**src/rtl/uart_rx_pkg.sv**
```systemverilog
// Shared types and helpers for the UART receive engine.
// Frame FSM states, parity-mode encoding and data-length clamp.
package uart_rx_pkg;

    typedef enum logic [2:0] {
        IDLE,
        START,
        DATA,
        PARITY,
        STOP,
        BREAK
    } rx_state_e;

    localparam logic [1:0] PAR_NONE  = 2'd0;
    localparam logic [1:0] PAR_EVEN  = 2'd1;
    localparam logic [1:0] PAR_ODD   = 2'd2;
    localparam logic [1:0] PAR_STICK = 2'd3;

    function automatic logic [1:0] par_mode(
        input logic en,
        input logic odd,
        input logic stick
    );
        if (!en)   return PAR_NONE;
        if (stick) return PAR_STICK;
        if (odd)   return PAR_ODD;
        return PAR_EVEN;
    endfunction

    function automatic logic [3:0] clamp_bits(
        input logic [3:0] bits,
        input logic [3:0] max_bits
    );
        if (bits < 4'd5)     return 4'd5;
        if (bits > max_bits) return max_bits;
        return bits;
    endfunction

endpackage

```
**src/rtl/uart_rx_sampler.sv**
```systemverilog
// Line synchroniser, oversample counter and 3-sample majority vote.
// bit_tick marks the third vote sample; bit_val is valid on that cycle.
module uart_rx_sampler #(
    parameter int OVERSAMPLE  = 16,
    parameter int SYNC_STAGES = 2
) (
    input  logic clk,
    input  logic rst,
    input  logic uart_rxd,
    input  logic baud_tick,
    input  logic cnt_clr,
    output logic line_sync,
    output logic bit_tick,
    output logic bit_val
);

    localparam int CW = $clog2(OVERSAMPLE);
    localparam logic [CW-1:0] CNT_MAX = CW'(OVERSAMPLE - 1);
    localparam logic [CW-1:0] SMP0    = CW'(OVERSAMPLE / 2 - 1);
    localparam logic [CW-1:0] SMP1    = CW'(OVERSAMPLE / 2);
    localparam logic [CW-1:0] SMP2    = CW'(OVERSAMPLE / 2 + 1);

    logic [SYNC_STAGES-1:0] sync_q, sync_d;
    logic [CW-1:0]          cnt_q, cnt_d;
    logic [1:0]             smp_q, smp_d;

    always_comb begin
        sync_d    = {sync_q[SYNC_STAGES-2:0], uart_rxd};
        line_sync = sync_q[SYNC_STAGES-1];

        cnt_d = cnt_q;
        if (cnt_clr) begin
            cnt_d = '0;
        end else if (baud_tick) begin
            cnt_d = (cnt_q == CNT_MAX) ? '0 : cnt_q + 1'b1;
        end

        smp_d = smp_q;
        if (baud_tick && cnt_q == SMP0) smp_d[0] = line_sync;
        if (baud_tick && cnt_q == SMP1) smp_d[1] = line_sync;

        bit_tick = baud_tick && (cnt_q == SMP2);
        bit_val  = (smp_q[0] & smp_q[1]) | (smp_q[0] & line_sync) |
                   (smp_q[1] & line_sync);
    end

    always_ff @(posedge clk or posedge rst) begin
        if (rst) begin
            sync_q <= '1;
            cnt_q  <= '0;
            smp_q  <= '0;
        end else begin
            sync_q <= sync_d;
            cnt_q  <= cnt_d;
            smp_q  <= smp_d;
        end
    end

endmodule

```
**src/rtl/uart_rx_engine.sv**
```systemverilog
// UART receive engine: frame FSM, shift register, parity/framing/break
// checks and a valid/ready output register with overrun reporting.
module uart_rx_engine
    import uart_rx_pkg::*;
#(
    parameter int MAX_DATA_BITS = 9,
    parameter int OVERSAMPLE    = 16,
    parameter int SYNC_STAGES   = 2
) (
    input  logic                     pclk,
    input  logic                     preset,
    input  logic                     rx_en,
    input  logic                     uart_rxd,
    input  logic                     baud_tick,
    input  logic [3:0]               cfg_data_bits,
    input  logic                     cfg_parity_en,
    input  logic                     cfg_parity_odd,
    input  logic                     cfg_parity_stick,
    input  logic                     cfg_stop2,
    output logic [MAX_DATA_BITS-1:0] rx_data,
    output logic                     rx_parity_err,
    output logic                     rx_frame_err,
    output logic                     rx_break,
    output logic                     rx_valid,
    input  logic                     rx_ready,
    output logic                     overrun_pulse,
    output logic                     rx_busy
);

    localparam int IW = $clog2(MAX_DATA_BITS);

    rx_state_e               state_q, state_d;
    logic [3:0]              len_q, len_d;
    logic [1:0]              mode_q, mode_d;
    logic                    odd_q, odd_d;
    logic                    stop2_q, stop2_d;
    logic [3:0]              bit_cnt_q, bit_cnt_d;
    logic [MAX_DATA_BITS-1:0] shift_q, shift_d;
    logic                    perr_q, perr_d;
    logic                    ferr_q, ferr_d;
    logic                    par_bit_q, par_bit_d;
    logic                    stop_cnt_q, stop_cnt_d;
    logic                    stop0_low_q, stop0_low_d;
    logic [MAX_DATA_BITS-1:0] data_q, data_d;
    logic                    valid_q, valid_d;
    logic                    o_perr_q, o_perr_d;
    logic                    o_ferr_q, o_ferr_d;
    logic                    o_brk_q, o_brk_d;
    logic                    ovr_q, ovr_d;

    logic line_sync, bit_tick, bit_val, cnt_clr;
    logic complete, brk, exp_par;

    assign cnt_clr = (state_q == IDLE) && rx_en && !line_sync;

    uart_rx_sampler #(
        .OVERSAMPLE (OVERSAMPLE),
        .SYNC_STAGES(SYNC_STAGES)
    ) u_sampler (
        .clk      (pclk),
        .rst      (preset),
        .uart_rxd (uart_rxd),
        .baud_tick(baud_tick),
        .cnt_clr  (cnt_clr),
        .line_sync(line_sync),
        .bit_tick (bit_tick),
        .bit_val  (bit_val)
    );

    always_comb begin
        state_d     = state_q;
        len_d       = len_q;
        mode_d      = mode_q;
        odd_d       = odd_q;
        stop2_d     = stop2_q;
        bit_cnt_d   = bit_cnt_q;
        shift_d     = shift_q;
        perr_d      = perr_q;
        ferr_d      = ferr_q;
        par_bit_d   = par_bit_q;
        stop_cnt_d  = stop_cnt_q;
        stop0_low_d = stop0_low_q;
        complete    = 1'b0;
        brk         = 1'b0;
        exp_par     = (mode_q == PAR_STICK) ? !odd_q
                    : ((^shift_q) ^ (mode_q == PAR_ODD));

        unique case (state_q)
            IDLE: begin
                if (cnt_clr) begin
                    state_d     = START;
                    len_d       = clamp_bits(cfg_data_bits, 4'(MAX_DATA_BITS));
                    mode_d      = par_mode(cfg_parity_en, cfg_parity_odd,
                                           cfg_parity_stick);
                    odd_d       = cfg_parity_odd;
                    stop2_d     = cfg_stop2;
                    bit_cnt_d   = '0;
                    shift_d     = '0;
                    perr_d      = 1'b0;
                    ferr_d      = 1'b0;
                    par_bit_d   = 1'b0;
                    stop_cnt_d  = 1'b0;
                    stop0_low_d = 1'b0;
                end
            end
            START: begin
                if (bit_tick) state_d = bit_val ? IDLE : DATA;
            end
            DATA: begin
                if (bit_tick) begin
                    shift_d[bit_cnt_q[IW-1:0]] = bit_val;
                    if (bit_cnt_q == len_q - 4'd1) begin
                        state_d = (mode_q == PAR_NONE) ? STOP : PARITY;
                    end else begin
                        bit_cnt_d = bit_cnt_q + 4'd1;
                    end
                end
            end
            PARITY: begin
                if (bit_tick) begin
                    par_bit_d = bit_val;
                    perr_d    = bit_val ^ exp_par;
                    state_d   = STOP;
                end
            end
            STOP: begin
                if (bit_tick) begin
                    if (!bit_val) ferr_d = 1'b1;
                    if (stop2_q && !stop_cnt_q) begin
                        stop_cnt_d  = 1'b1;
                        stop0_low_d = !bit_val;
                    end else begin
                        complete = 1'b1;
                        brk      = (shift_q == '0) && !par_bit_q &&
                                   (stop_cnt_q ? stop0_low_q : !bit_val);
                        state_d  = brk ? BREAK : IDLE;
                    end
                end
            end
            BREAK: begin
                if (bit_tick && bit_val) state_d = IDLE;
            end
            default: state_d = IDLE;
        endcase

        // Disabling the receiver abandons any frame in flight.
        if (!rx_en) begin
            state_d  = IDLE;
            complete = 1'b0;
        end
    end

    always_comb begin
        data_d   = data_q;
        valid_d  = valid_q;
        o_perr_d = o_perr_q;
        o_ferr_d = o_ferr_q;
        o_brk_d  = o_brk_q;
        ovr_d    = 1'b0;

        if (valid_q && rx_ready) valid_d = 1'b0;

        if (complete) begin
            if (!valid_q || rx_ready) begin
                data_d   = shift_q;
                valid_d  = 1'b1;
                o_perr_d = perr_q;
                o_ferr_d = ferr_q | !bit_val;
                o_brk_d  = brk;
            end else begin
                ovr_d = 1'b1;
            end
        end
    end

    always_ff @(posedge pclk or posedge preset) begin
        if (preset) begin
            state_q     <= IDLE;
            len_q       <= 4'd5;
            mode_q      <= PAR_NONE;
            odd_q       <= 1'b0;
            stop2_q     <= 1'b0;
            bit_cnt_q   <= '0;
            shift_q     <= '0;
            perr_q      <= 1'b0;
            ferr_q      <= 1'b0;
            par_bit_q   <= 1'b0;
            stop_cnt_q  <= 1'b0;
            stop0_low_q <= 1'b0;
            data_q      <= '0;
            valid_q     <= 1'b0;
            o_perr_q    <= 1'b0;
            o_ferr_q    <= 1'b0;
            o_brk_q     <= 1'b0;
            ovr_q       <= 1'b0;
        end else begin
            state_q     <= state_d;
            len_q       <= len_d;
            mode_q      <= mode_d;
            odd_q       <= odd_d;
            stop2_q     <= stop2_d;
            bit_cnt_q   <= bit_cnt_d;
            shift_q     <= shift_d;
            perr_q      <= perr_d;
            ferr_q      <= ferr_d;
            par_bit_q   <= par_bit_d;
            stop_cnt_q  <= stop_cnt_d;
            stop0_low_q <= stop0_low_d;
            data_q      <= data_d;
            valid_q     <= valid_d;
            o_perr_q    <= o_perr_d;
            o_ferr_q    <= o_ferr_d;
            o_brk_q     <= o_brk_d;
            ovr_q       <= ovr_d;
        end
    end

    assign rx_data       = data_q;
    assign rx_valid      = valid_q;
    assign rx_parity_err = o_perr_q;
    assign rx_frame_err  = o_ferr_q;
    assign rx_break      = o_brk_q;
    assign overrun_pulse = ovr_q;
    assign rx_busy       = (state_q != IDLE);

endmodule

```
**config.mk**
```make
export PLATFORM = sky130hd
export DESIGN_NAME = uart_rx_engine
export DESIGN_NICKNAME = d
export VERILOG_FILES = /design/src/rtl/uart_rx_pkg.sv /design/src/rtl/uart_rx_sampler.sv /design/src/rtl/uart_rx_engine.sv
export SDC_FILE = /design/constraint.sdc
export NUM_CORES = 1
export LEC_CHECK = 0
export CORE_ASPECT_RATIO = 0.75
export CORE_MARGIN = 3
export CORE_UTILIZATION = 61
export DETAILED_ROUTE_END_ITERATION = 16
export HOLD_SLACK_MARGIN = 0.15
export PLACE_DENSITY = 0.94
export SYNTH_ARGS = -nofsm -noshare
export SYNTH_HDL_FRONTEND = slang
export SYNTH_SLANG_ARGS = --single-unit
```
**constraint.sdc**
```tcl
create_clock -name pclk -period 4.3 [get_ports pclk]
set_clock_uncertainty 0.15 [all_clocks]
set_input_delay 0.86 -clock pclk [delete_from_list [all_inputs] [get_ports pclk]]
set_output_delay 0.86 -clock pclk [all_outputs]
set_load 0.02 [all_outputs]
```
==> impl_metrics.toml, run 1 <==
[sta]
final_hold_viol_count = 0
final_max_slew_viol_count = 0
rsz0062_at_grt = "false"
final.period_utilization = 0.684
setup_viol_count_final = 0
max_slew_margin = 0.310
setup_slack_ps = 1360
layout_min_cycle_time_ps = 2940
tns_ps = 0
max_freq_mhz = 340
worstMarginPinSlew_ps = 1030

[placed_design]
dp_slack_ps = 1030
dp_hpwl_mm = 4.45
port-buffer-count = 28
dp_cells = 356
place.gp.congestion = 0.847

[critical_path]
path_class = "in2reg"
worstPathRequired_ps = 4360
crit_start = "baud_tick"
endpoint_kind = "flip-flop"
path_cells = "clkdlybuf4s50_1 -> and4b_2 -> and3_4 -> nand3_4 -> nor2b_4 -> mux2_2"
cp_num_buf_inv = 1
path_max_fanout = 12
reg2reg_from = "u_sampler.cnt_q[1]$_DFFE_PP0P_"
startpoint_type = "primary input"
path_delay_family = "simple AND/OR/NAND/NOR gates"
cp_slowest_cell = "clkdlybuf4s50_1"
critPathMaxStageDelay_ps = 650
worstPathArrival_ps = 3000

[floorplan]
die_area_um2 = 5570
die_x_um = 85.2
rows = 20
core_area_um2 = 4280
io_pins = 29
initial_core_util = 0.670
die_y_um = 65.4

[drt]
drt-initial-drc-count = 212
vias_per_cell = 6.09
num_vias = 2218
wl_per_cell_um = 16.7
drc = 0
dr.pass1.iters = 6
antenna_left = 0
finalWirelength_mm = 6.09

[synthesis]
synth_top_family_by_area = "simple AND/OR/NAND/NOR gates"
synthFlopType = "dfrtp_1"
synthCells = 281
synth_area_leaders = "dfrtp_1 (41%), ha_1 (5.2%), mux2_4 (5.2%)"
yosys.area_share.adder = 0.0563
synth-async-reset-ratio = 1.00
synthMostInstantiatedCell = "dfrtp_1"
synth_commonest_cells = "dfrtp_1 (47), nand2_1 (39), inv_1 (23)"
synth-compound-area-share = 0.129
synth_edf_count = 0
ys_seq_area_frac = 0.447
yosys.area_share.simple = 0.192
yosysWarnings = 0
ys_seq_elements = 51
synth.mux.area_fraction = 0.0821
yosysTopAreaCell = "dfrtp_1"
synth_xor_area_frac = 0.0432
syn_nets = 307
synth.avg_cell_area_um2 = 10.2
synth_cell_types = 53
syn-cell-area_um2 = 2870
yosysTopAreaCellShare = 0.410

[grt]
grt_pass1_wl_mm = 10.2
overflow = 0
grt_max_degree = 52
antenna_found_initial = 0
grt_pass1_vias = 2144
grt.total_usage = 0.234

[cts]
cts_tree = "yes"
clockBufferDepth = 2
cts_inserted_buffers = 5
cts-root-buf = "clkbuf_8"
post-cts-setup-buffers = 0
cts-htree-levels = 2
path_clk_slew_ps = 100
clock_latency_ps = 310
clock-sinks = 51
ctsHoldBuffers = 0
cts-resized-gates = 0

[hold_path]
hp-start = "u_sampler.sync_q[0]$_DFF_PP1_"
hp-class = "reg2reg"

[layout]
nets = 334
utilization = 0.767
area_growth_syn_to_layout_pct = 14.4
drive_gt1_frac = 0.126
finalNonFillerCells = 364
antenna_cells = 0
fillers = 260

[power]
total_power_mw = 1.52
power_density_nw_per_um2 = 462
total_leakage_power_nw = 1.50
ir_worst_vdd_v = 0.000294

[status]
outcome = "finished, final reports clean"

[flow_run]
cap_violations = 0
## stage by stage
stage               hold slack (ps)  instance area [µm²]
floorplan                       195                 2870
global placement                196                 3160
detailed placement              204                 3160
CTS                             217                 3280
global route                    225                 3280
finish                          217                 3280
## layout make-up
class | instances | area (µm²) | share of cell area
timing repair buffer | 28 | 280 | 0.0854
clock buffer | 6 | 82.6 | 0.0252
multi-input combinational | 199 | 1440 | 0.440
inverter | 23 | 86.3 | 0.0263
clock inverter | 2 | 38.8 | 0.0118
tap | 55 | 68.8 | 0.0210
sequential | 51 | 1280 | 0.391
## cell families after synthesis
| family | count (synthesis) |
|---|---|
| and+or+nand+nor | 104 |
| xor gates and xnor gates | 11 |
| AOI/OAI and AO/OA | 53 |
| buffers and inverters | 31 |
| adders and majority gates | 13 |
| DFF | 51 |
| muxes | 18 |
## flip-flops by register name (all words and copies together), names as in the netlist, 2 cells and up
| register | flops |
|---|---|
| bit_cnt_q | 4 |
| len_q | 4 |
| mode_q | 2 |
| rx_data | 9 |
| shift_q | 9 |
| state_q | 3 |
| u_sampler.cnt_q | 4 |
| u_sampler.smp_q | 2 |
| u_sampler.sync_q | 2 |
## worst paths after layout
check	endpoint	slack, ps	cells past startpoint
worst max-delay path	rx_data[7]$_DFFE_PP0P_	1360	6
worst min-delay path	u_sampler.sync_q[1]$_DFF_PP1_	220	0
worst max register to register	rx_data[7]$_DFFE_PP0P_	1890	7
worst min register to register	u_sampler.sync_q[1]$_DFF_PP1_	220	0
max in group asynchronous	bit_cnt_q[2]$_DFFE_PP0P_	2390	2
min in group asynchronous	rx_valid$_DFF_PP0_	960	2
## report_power, final
part	switching [mW]	total (mW)	internal, mW
Sequential	0.0954	0.653	0.558
Combinational	0.301	0.507	0.206
Clock	0.164	0.356	0.191
## layout by cell type (no fill, tap or decap), types with 2 or more instances in the layout
cell type	count
a211oi_1	2
a21boi_0	2
a21o_1	7
a21oi_1	14
a32o_1	2
and3_1	2
clkbuf_8	6
clkdlybuf4s50_1	28
dfrtp_1	47
dfstp_2	4
ha_1	12
inv_1	22
mux2_2	4
mux2_4	10
mux2i_1	4
nand2_1	39
nand2b_1	7
nand3_1	12
nand3b_1	3
nand4b_1	4
nor2_1	16
nor2b_1	2
nor3_1	3
nor3b_1	2
o21ai_0	16
or3_1	3
xnor2_1	6
xnor3_1	2
xor2_1	3
## metal layers
layer	wire length, µm	vias to the layer above	global-route usage
met3	385	20	0.0414
met5	0	-	0
met1	2630	1071	0.306
met2	2930	107	0.394
li1	-	1020	-
met4	146	0	0.0830
No activity file was read; power rests on OpenSTA's default activity.
==> inputs of run 2 (changes only) <==
--- a/config.mk
+++ b/config.mk
@@ -7,10 +7,10 @@
 export LEC_CHECK = 0
 export CORE_ASPECT_RATIO = 0.75
 export CORE_MARGIN = 3
-export CORE_UTILIZATION = 61
+export CORE_UTILIZATION = 51
 export DETAILED_ROUTE_END_ITERATION = 16
 export HOLD_SLACK_MARGIN = 0.15
-export PLACE_DENSITY = 0.94
+export PLACE_DENSITY = 0.85
 export SYNTH_ARGS = -nofsm -noshare
 export SYNTH_HDL_FRONTEND = slang
 export SYNTH_SLANG_ARGS = --single-unit
==> constraint.sdc (replaced) <==
create_clock -name pclk -period 2.7 [get_ports pclk]
set_clock_uncertainty 0.15 [all_clocks]
set_input_delay 0.54 -clock pclk [delete_from_list [all_inputs] [get_ports pclk]]
set_output_delay 0.54 -clock pclk [all_outputs]
set_load 0.02 [all_outputs]
==> impl_metrics.toml, run 2 (synthesis results as in run 1) <==
[power]
swShare = 0.382
power_density_nw_per_um2 = 684
combPwrFrac = 0.355
total_leakage_power_nw = 1.53
pwr-share-clk = 0.197
p_int_mw = 1.42
power.switching_mw = 0.877
total_power_mw = 2.29
ir_worst_vdd_v = 0.000360
seq_power_share = 0.448

[layout]
final_area_um2 = 3350
antenna_cells = 0
drive_gt1_frac = 0.146
most-common-layout-cells = "dfrtp_1 (47), nand2_1 (39), clkdlybuf4s50_1 (28)"
layout_commonest_cell = "dfrtp_1"
utilization = 0.651
finalNonFillerCells = 388
area_growth_syn_to_layout_pct = 16.9
nets = 341

[critical_path]
r2r-end = "rx_data[6]$_DFFE_PP0P_"
cp_slowest_cell = "clkdlybuf4s50_1"
critPathMaxStageDelay_ps = 560
worstPathRequired_ps = 2010
path_class = "reg2out"
cp_num_buf_inv = 1
endpoint_kind = "output port"
reg2reg_from = "u_sampler.cnt_q[1]$_DFFE_PP0P_"
startpoint_type = "flip-flop"
path_delay_family = "buffers and inverters"
path_max_fanout = 7
reg2reg_slack_ps = 430
path_cells = "nor2_2 -> nand2_1 -> clkdlybuf4s50_1"
worstRegToRegCells = 8
worstPathArrival_ps = 1750

[cts]
path_clk_slew_ps = 90
cts-resized-gates = 0
ctsHoldBuffers = 0
post-cts-setup-buffers = 0
cts-root-buf = "clkbuf_8"
clock_latency_ps = 320
clockBufferDepth = 2
cts_inserted_buffers = 5
clock-sinks = 51
cts_tree = "yes"
cts-htree-levels = 2

[drt]
drc = 0
vias_per_cell = 5.63
drt-initial-drc-count = 148
finalWirelength_mm = 5.73
dr.pass1.iters = 5
wl_per_cell_um = 14.8
num_vias = 2183
antenna_left = 0

[grt]
grt_max_degree = 32
grt.total_usage = 0.184
overflow = 0
grt_pass1_vias = 2040
antenna_found_initial = 0
grt_pass1_wl_mm = 9.65

[floorplan]
io_pins = 29
die_y_um = 70.9
die_x_um = 92.6
rows = 22
die_area_um2 = 6570
core_area_um2 = 5150
initial_core_util = 0.557

[sta]
setup_viol_count_final = 0
final.period_utilization = 0.902
final_hold_viol_count = 0
max_slew_margin = 0.532
layout_min_cycle_time_ps = 2440
final_max_slew_viol_count = 0
rsz0062_at_grt = "false"
tns_ps = 0
max_freq_mhz = 411
worstMarginPinSlew_ps = 700

[placed_design]
dp_cells = 380
port-buffer-count = 28
dp_hpwl_mm = 4.31
placed_cell_area_um2 = 3260
place.gp.congestion = 0.896

[flow_run]
cap_violations = 0

[hold_path]
hp-class = "reg2reg"
hold_depth = 0
hp-start = "u_sampler.sync_q[0]$_DFF_PP1_"
holdPathEnd = "u_sampler.sync_q[1]$_DFF_PP1_"

[status]
outcome = "finished, final reports clean"
==> run 2: changes by cell type in the layout (fill, tap and decap cells not counted) <==
cell,change
clkinv_4,+2
inv_6,-1
clkbuf_8,-1
buf_12,+2
bufinv_16,-1
buf_4,+5
clkinvlp_4,+1
==> run 2: power by group through the flow <==
stage	clock, mW	sequential, mW	combinational [mW]
4_1_cts	0.461	1.02	0.812
3_3_place_gp	0	1.03	0.778
6_report	0.453	1.03	0.814
2_1_floorplan	0	0.997	0.640
5_1_grt	0.497	1.05	0.904
3_5_place_dp	0	1.04	0.808
==> run 2: routing by layer <==
metal / global-route usage / vias to the layer above / wire [µm]
met5: 0 / - / 0
met4: 0.0379 / 0 / 74
met3: 0.0563 / 10 / 333
met2: 0.286 / 76 / 2640
met1: 0.257 / 1063 / 2680
li1: - / 1034 / -
==> run 2: worst register-to-register path, cell delays in order (launching register included) <==
cell     delay (ps)
dfrtp_1         440
inv_1           100
ha_1            160
and4b_2         300
and3_4          230
nand3_4          90
nor2b_4         220
buf_12          170
mux2_2          330
==> run 2: per-stage QoR <==
| stage | worst slack [ps] | hold WS [ps] |
|---|---|---|
| after floorplan | 606 | 195 |
| after global routing | 165 | 213 |
| final | 264 | 205 |
| after detailed placement | 73.1 | 198 |
| after global placement | 118 | 198 |
| after CTS | 265 | 209 |
==> run 2: worst max-delay path by stage <==
stage | startpoint | endpoint | cells after the start
floorplan | baud_tick | rx_break$_DFFE_PP0P_ | 7
global placement | baud_tick | rx_data[7]$_DFFE_PP0P_ | 7
detailed placement | baud_tick | rx_data[6]$_DFFE_PP0P_ | 7
CTS | state_q[1]$_DFFE_PP0P_ | rx_busy | 3
global route | state_q[1]$_DFFE_PP0P_ | rx_busy | 3
finish | state_q[1]$_DFFE_PP0P_ | rx_busy | 3
==> run 2: final cells by class <==
cell class,count,area [µm²]
flip-flops and latches,51,1280
clock inverters,3,25.0
multi-input cells,199,1440
repair buffers,35,358
inverters,23,86.3
fillers,429,1800
clock buffers,5,68.8
well taps,72,90.1
==> RTL edit 1: new RTL, settings of run 1 <==
Reset style: synchronous (`preset` and `rst`), changed in 2 clocked blocks.
--- a/src/rtl/uart_rx_sampler.sv
+++ b/src/rtl/uart_rx_sampler.sv
@@ -44,7 +44,7 @@
                    (smp_q[1] & line_sync);
     end
 
-    always_ff @(posedge clk or posedge rst) begin
+    always_ff @(posedge clk) begin
         if (rst) begin
             sync_q <= '1;
             cnt_q  <= '0;
--- a/src/rtl/uart_rx_engine.sv
+++ b/src/rtl/uart_rx_engine.sv
@@ -173,7 +173,7 @@
         end
     end
 
-    always_ff @(posedge pclk or posedge preset) begin
+    always_ff @(posedge pclk) begin
         if (preset) begin
             state_q     <= IDLE;
             len_q       <= 4'd5;
Formal check against the unedited RTL: differs if preset is asserted again (counterexample within 4 cycles, from zero or initial values and one cycle with preset high); with preset held inactive, the same outputs for 10 cycles.
==> RTL edit 1 against run 1 <==
Die area shrank 9.2%; synthesized area shrank 10%; non-clock buffer count grew 2; worst setup slack lost 0.19 ns; sequential cell count is the same; routed wire length shrank 14%; critical endpoint is now shift_q[5]$_SDFFE_PP0P_; design area shrank 11%; hold slack gained 0.046 ns.
Power is not compared: it rests on default switching activity, and its combinational part moved more than twofold at a synthesized area within 25%.
==> RTL edit 1: results (changes against run 1) <==
* Worst R2R Start: state_q[2]$_SDFFE_PP0P_ (was u_sampler.cnt_q[1]$_DFFE_PP0P_)
* Syn nets at 324 (was 307)
* Drt pass-1 iters at 4 (was 6)
* Worst setup path end: shift_q[5]$_SDFFE_PP0P_ (was rx_data[7]$_DFFE_PP0P_)
* Relative slew slack at 0.576 (was 0.310)
* Largest net degree at the start of global routing at 31 (was 52)
* Outcome: complete, no violations (unchanged)
* Share of layout cells above drive strength 1 at 0.0502 (was 0.126)
* Sequential area share after synthesis at 0.396 (was 0.447)
* Total GRT Usage at 0.223 (was 0.234)
* Clk slew on worst S/H paths at 0.08 ns (was 0.10 ns)
* Vias per cell at 5.60 (was 6.09)
* Final period util at 0.729 (was 0.684)
* Num CTS Buffers at 5 (unchanged)
* Placed inst area at 2860 um^2 (was 3160 um^2)
* Final wirelength at 5230 um (was 6090 um)
* WHS Endpoint: u_sampler.sync_q[1]$_SDFF_PP1_ (was u_sampler.sync_q[1]$_DFF_PP1_)
* Placement Setup Slack at 0.945 ns (was 1.03 ns)
* Syn Area/Cell at 8.65 um^2 (was 10.2 um^2)
* Final net count at 346 (was 334)
* Post-synth ARST share at 0 (was 1.00)
* Cells after DPL at 365 (was 356)
* Fin Hold WS at 0.263 ns (was 0.217 ns)
* FF-to-FF setup slack at 1.83 ns (was 1.89 ns)
* Crit path launch: rx_en (was baud_tick)
* WP data arrival at 3.14 ns (was 3.00 ns)
* Met2 GRT Util at 0.331 (was 0.394)
* GR Util met1 at 0.325 (was 0.306)
* Hold path startpoint: u_sampler.sync_q[0]$_SDFF_PP1_ (was u_sampler.sync_q[0]$_DFF_PP1_)
* Met3 Track Usage GR at 0.0491 (was 0.0414)
* Iteration-0 DRC count of the detailed router at 130 (was 212)
* Synth cell count leaders: 51 x dfxtp_1, 40 x nor2_1, 28 x nand2_1 (was 47 x dfrtp_1, 39 x nand2_1, 23 x inv_1)
* DR vias at 2077 (was 2218)
* Placer Congestion at 0.907 (was 0.847)
* DPL Wire Length at 3810 um (was 4450 um)
* Global-route wire length before repair at 8910 um (was 10200 um)
* Synth unique cells at 51 (was 53)
* Max incr delay on CP at 0.55 ns (was 0.65 ns)
* Crit-path max FO at 17 (was 12)
* CTS root buf: clkbuf_8 (unchanged)
* Synth top area cells: dfxtp_1 40%, mux2i_1 8.5%, ha_1 5.8% (was dfrtp_1 41%, ha_1 5.2%, mux2_4 5.2%)
* Path depth of the worst reg2reg path at 6 (was 7)
* WHS Path Cells at 1 (was 0)
-- RTL edit 1: cell count changes after synthesis, sizes merged, moves of 4 or more --
cell | before | now
a21o | 7 | 1
a21oi | 14 | 21
clkbuf | 4 | 10
dfrtp | 47 | 0
dfstp | 4 | 0
dfxtp | 0 | 51
inv | 23 | 18
mux2 | 14 | 1
mux2i | 4 | 22
nand2 | 39 | 28
nor2 | 17 | 40
nor3b | 3 | 7
o21ai | 18 | 10
-- RTL edit 1: power by group through the flow --
stage                     Sequential (mW)  Clock, mW  Combinational [mW]
final                               0.485      0.251              0.0604
after global routing                0.486      0.273              0.0670
after CTS                           0.485      0.254              0.0601
after detailed placement            0.496          0              0.0598
after global placement              0.496          0              0.0586
after floorplan                     0.492          0              0.0392
-- RTL edit 1: cells by family (layout without fill, tap and decap cells) --
logic type               Yosys count  in the layout  synth area share
AO/OA/AOI/OAI                     51             51             0.129
XOR/XNOR                          11             11            0.0480
AND/OR/NAND/NOR                  116            116             0.219
multiplexers                      23             23            0.0898
flip-flops                        51             51             0.396
adder cells (fa/ha/maj)           13             13            0.0621
buffers and inverters             33             54            0.0563
-- RTL edit 1: layout make-up --
class | count | area (um^2) | area share
multi-input combinational | 214 | 1410 | 0.481
timing repair buffer | 30 | 295 | 0.101
sequential | 51 | 1020 | 0.348
clock buffer | 6 | 72.6 | 0.0247
tap | 52 | 65.1 | 0.0222
inverter | 18 | 67.6 | 0.0230
-- RTL edit 1: worst max-delay path, delay by kind of cell --
kind,cells,cell delay [ns]
muxes,1,0.16
AOI/OAI and AO/OA,1,0.53
buffers and inverters,1,0.55
and+or+nand+nor,4,1.04
-- RTL edit 1: metal layers --
layer / part of all wire / routed length, um
met1: 0.49 / 2570
met2: 0.44 / 2300
met3: 0.062 / 325
met4: 0.0076 / 40
met5: 0 / 0
==> RTL edit 2: new RTL, config.mk and constraints of run 1 <==
Made on the original files. `OVERSAMPLE` is set to 16 in 2 places; all go to 32.
--- a/src/rtl/uart_rx_sampler.sv
+++ b/src/rtl/uart_rx_sampler.sv
@@ -1,7 +1,7 @@
 // Line synchroniser, oversample counter and 3-sample majority vote.
 // bit_tick marks the third vote sample; bit_val is valid on that cycle.
 module uart_rx_sampler #(
-    parameter int OVERSAMPLE  = 16,
+    parameter int OVERSAMPLE  = 32,
     parameter int SYNC_STAGES = 2
 ) (
     input  logic clk,
--- a/src/rtl/uart_rx_engine.sv
+++ b/src/rtl/uart_rx_engine.sv
@@ -4,7 +4,7 @@
     import uart_rx_pkg::*;
 #(
     parameter int MAX_DATA_BITS = 9,
-    parameter int OVERSAMPLE    = 16,
+    parameter int OVERSAMPLE    = 32,
     parameter int SYNC_STAGES   = 2
 ) (
     input  logic                     pclk,
Function: same outputs for any inputs over 10 cycles, from zero or initial values and one cycle with preset high; that may be too few to reach the edited logic, so the function may still have changed.
==> RTL edit 2 against run 1 <==
Synthesized area rose by 0.44%; sequential power increased by 3.8%; power rose by 2.1%; non-clock buffer count up 1; routed wire length shrank 3.3%; register-to-register slack got worse by 0.13 ns; first-iteration DRC count is 17% higher; worst setup slack got worse by 0.12 ns; design area up 0.69%; sequential cell count up 1; critical endpoint unchanged; largest power group unchanged; highest routed layer unchanged.
==> RTL edit 2: results (changes against run 1) <==
* Outcome: complete, no violations (unchanged)
* Post-CTS Resized at 0 (unchanged)
* Share of layout cells above drive strength 1 at 0.121 (was 0.126)
* Leak at 1.49 nW (was 1.50 nW)
* WP data arrival at 3.12 ns (was 3.00 ns)
* Sequential area share after synthesis at 0.454 (was 0.447)
* Final wirelength at 5890 um (was 6090 um)
* Clk slew on worst S/H paths at 0.10 ns (about the same)
* Drt pass-1 iters at 4 (was 6)
* Max incr delay on CP at 0.58 ns (was 0.65 ns)
* Setup Fix Bufs, Post-CTS at 0 (unchanged)
* Iteration-0 DRC count of the detailed router at 249 (was 212)
* Synth unique cells at 52 (was 53)
* Total GRT Usage at 0.233 (was 0.234)
* Largest net degree at the start of global routing at 53 (was 52)
* Synth Flop Type: dfrtp_1 (unchanged)
* # setup viols final at 0 (unchanged)
* Maximum VDD drop at 0.442 mV (was 0.294 mV)
* Post-synth ARST share at 1.00 (unchanged)
* Placer Congestion at 0.912 (was 0.847)
* Final net count at 340 (was 334)
* Placed inst area at 3190 um^2 (was 3160 um^2)
* DPL Wire Length at 4280 um (was 4450 um)
* Syn nets at 313 (was 307)
* Filler cells at 264 (was 260)
* Antenna violations before repair at 0 (unchanged)
* DR vias at 2168 (was 2218)
* Relative slew slack at 0.290 (was 0.310)
* Vias in the first global route at 2138 (was 2144)
* Global-route wire length before repair at 10200 um (about the same)
* Synth top area cells: dfrtp_1 42%, ha_1 6.1%, mux2_4 5.2% (was dfrtp_1 41%, ha_1 5.2%, mux2_4 5.2%)
* Synth cell count leaders: 48 x dfrtp_1, 37 x nand2_1, 24 x nor2_1 (was 47 x dfrtp_1, 39 x nand2_1, 23 x inv_1)
## RTL edit 2: changes by cell type in the layout (fill, tap and decap cells not counted), moves of 3 or more
cell / before / now
a21o_1: 7 / 2
a31oi_1: 1 / 4
mux2i_1: 4 / 7
nand2b_1: 7 / 4
nand4b_1: 4 / 1
nor2_1: 16 / 24
o2bb2ai_1: 0 / 5
## RTL edit 2: cell families (layout without fill, tap and decap cells)
logic type / Yosys count / after routing / share of synthesized area
flip-flops: 52 / 52 / 0.454
AND/OR/NAND/NOR: 99 / 99 / 0.173
adder cells (fa/ha/maj): 15 / 15 / 0.0648
XOR/XNOR: 10 / 10 / 0.0400
buffers and inverters: 32 / 60 / 0.0487
AO/OA/AOI/OAI: 55 / 55 / 0.124
multiplexers: 22 / 22 / 0.0960
## RTL edit 2: final timing paths
path	slack, ns	end	cells past startpoint	startpoint
hold / removal	0.21	u_sampler.sync_q[1]$_DFF_PP1_	0	u_sampler.sync_q[0]$_DFF_PP1_
setup / recovery	1.24	rx_data[7]$_DFFE_PP0P_	6	baud_tick
hold reg to reg	0.21	u_sampler.sync_q[1]$_DFF_PP1_	0	u_sampler.sync_q[0]$_DFF_PP1_
max in group asynchronous	2.37	u_sampler.cnt_q[4]$_DFFE_PP0P_	2	preset
min in group asynchronous	0.96	overrun_pulse$_DFF_PP0_	2	preset
setup reg to reg	1.76	rx_data[7]$_DFFE_PP0P_	5	state_q[0]$_DFFE_PP0P_
## RTL edit 2: where the power goes
part / total, mW / internal [mW] / leakage, nW / switching (mW)
clock network: 0.347 / 0.175 / 0.0548 / 0.171
logic: 0.522 / 0.219 / 0.739 / 0.303
registers: 0.678 / 0.571 / 0.693 / 0.108
## RTL edit 2: critical path: cells and delay by family
kind          cells  cell delay [ns]
simple gates      4             1.29
buf+inv           1             0.58
mux               1             0.39
## RTL edit 2: per-layer routing
metal  routed length [um]  global-route usage
met1                 2680               0.313
met2                 2730               0.379
met3                  359              0.0451
met4                  123              0.0870
met5                    0                   0
## RTL edit 2: cell type report
type / instances / area (um^2) / area share
clock inverter: 3 / 46.3 / 0.0140
timing repair buffer: 29 / 288 / 0.0871
multi-input combinational: 201 / 1440 / 0.436
clock buffer: 5 / 68.8 / 0.0208
sequential: 52 / 1310 / 0.395
inverter: 23 / 86.3 / 0.0261
tap: 55 / 68.8 / 0.0208
## RTL edit 2: stage by stage
step                      std cells  setup WS [ns]
after CTS                       368           1.24
after floorplan                 285           1.78
after global placement          360          0.966
after global routing            368           1.16
final                           368           1.24
after detailed placement        360          0.906
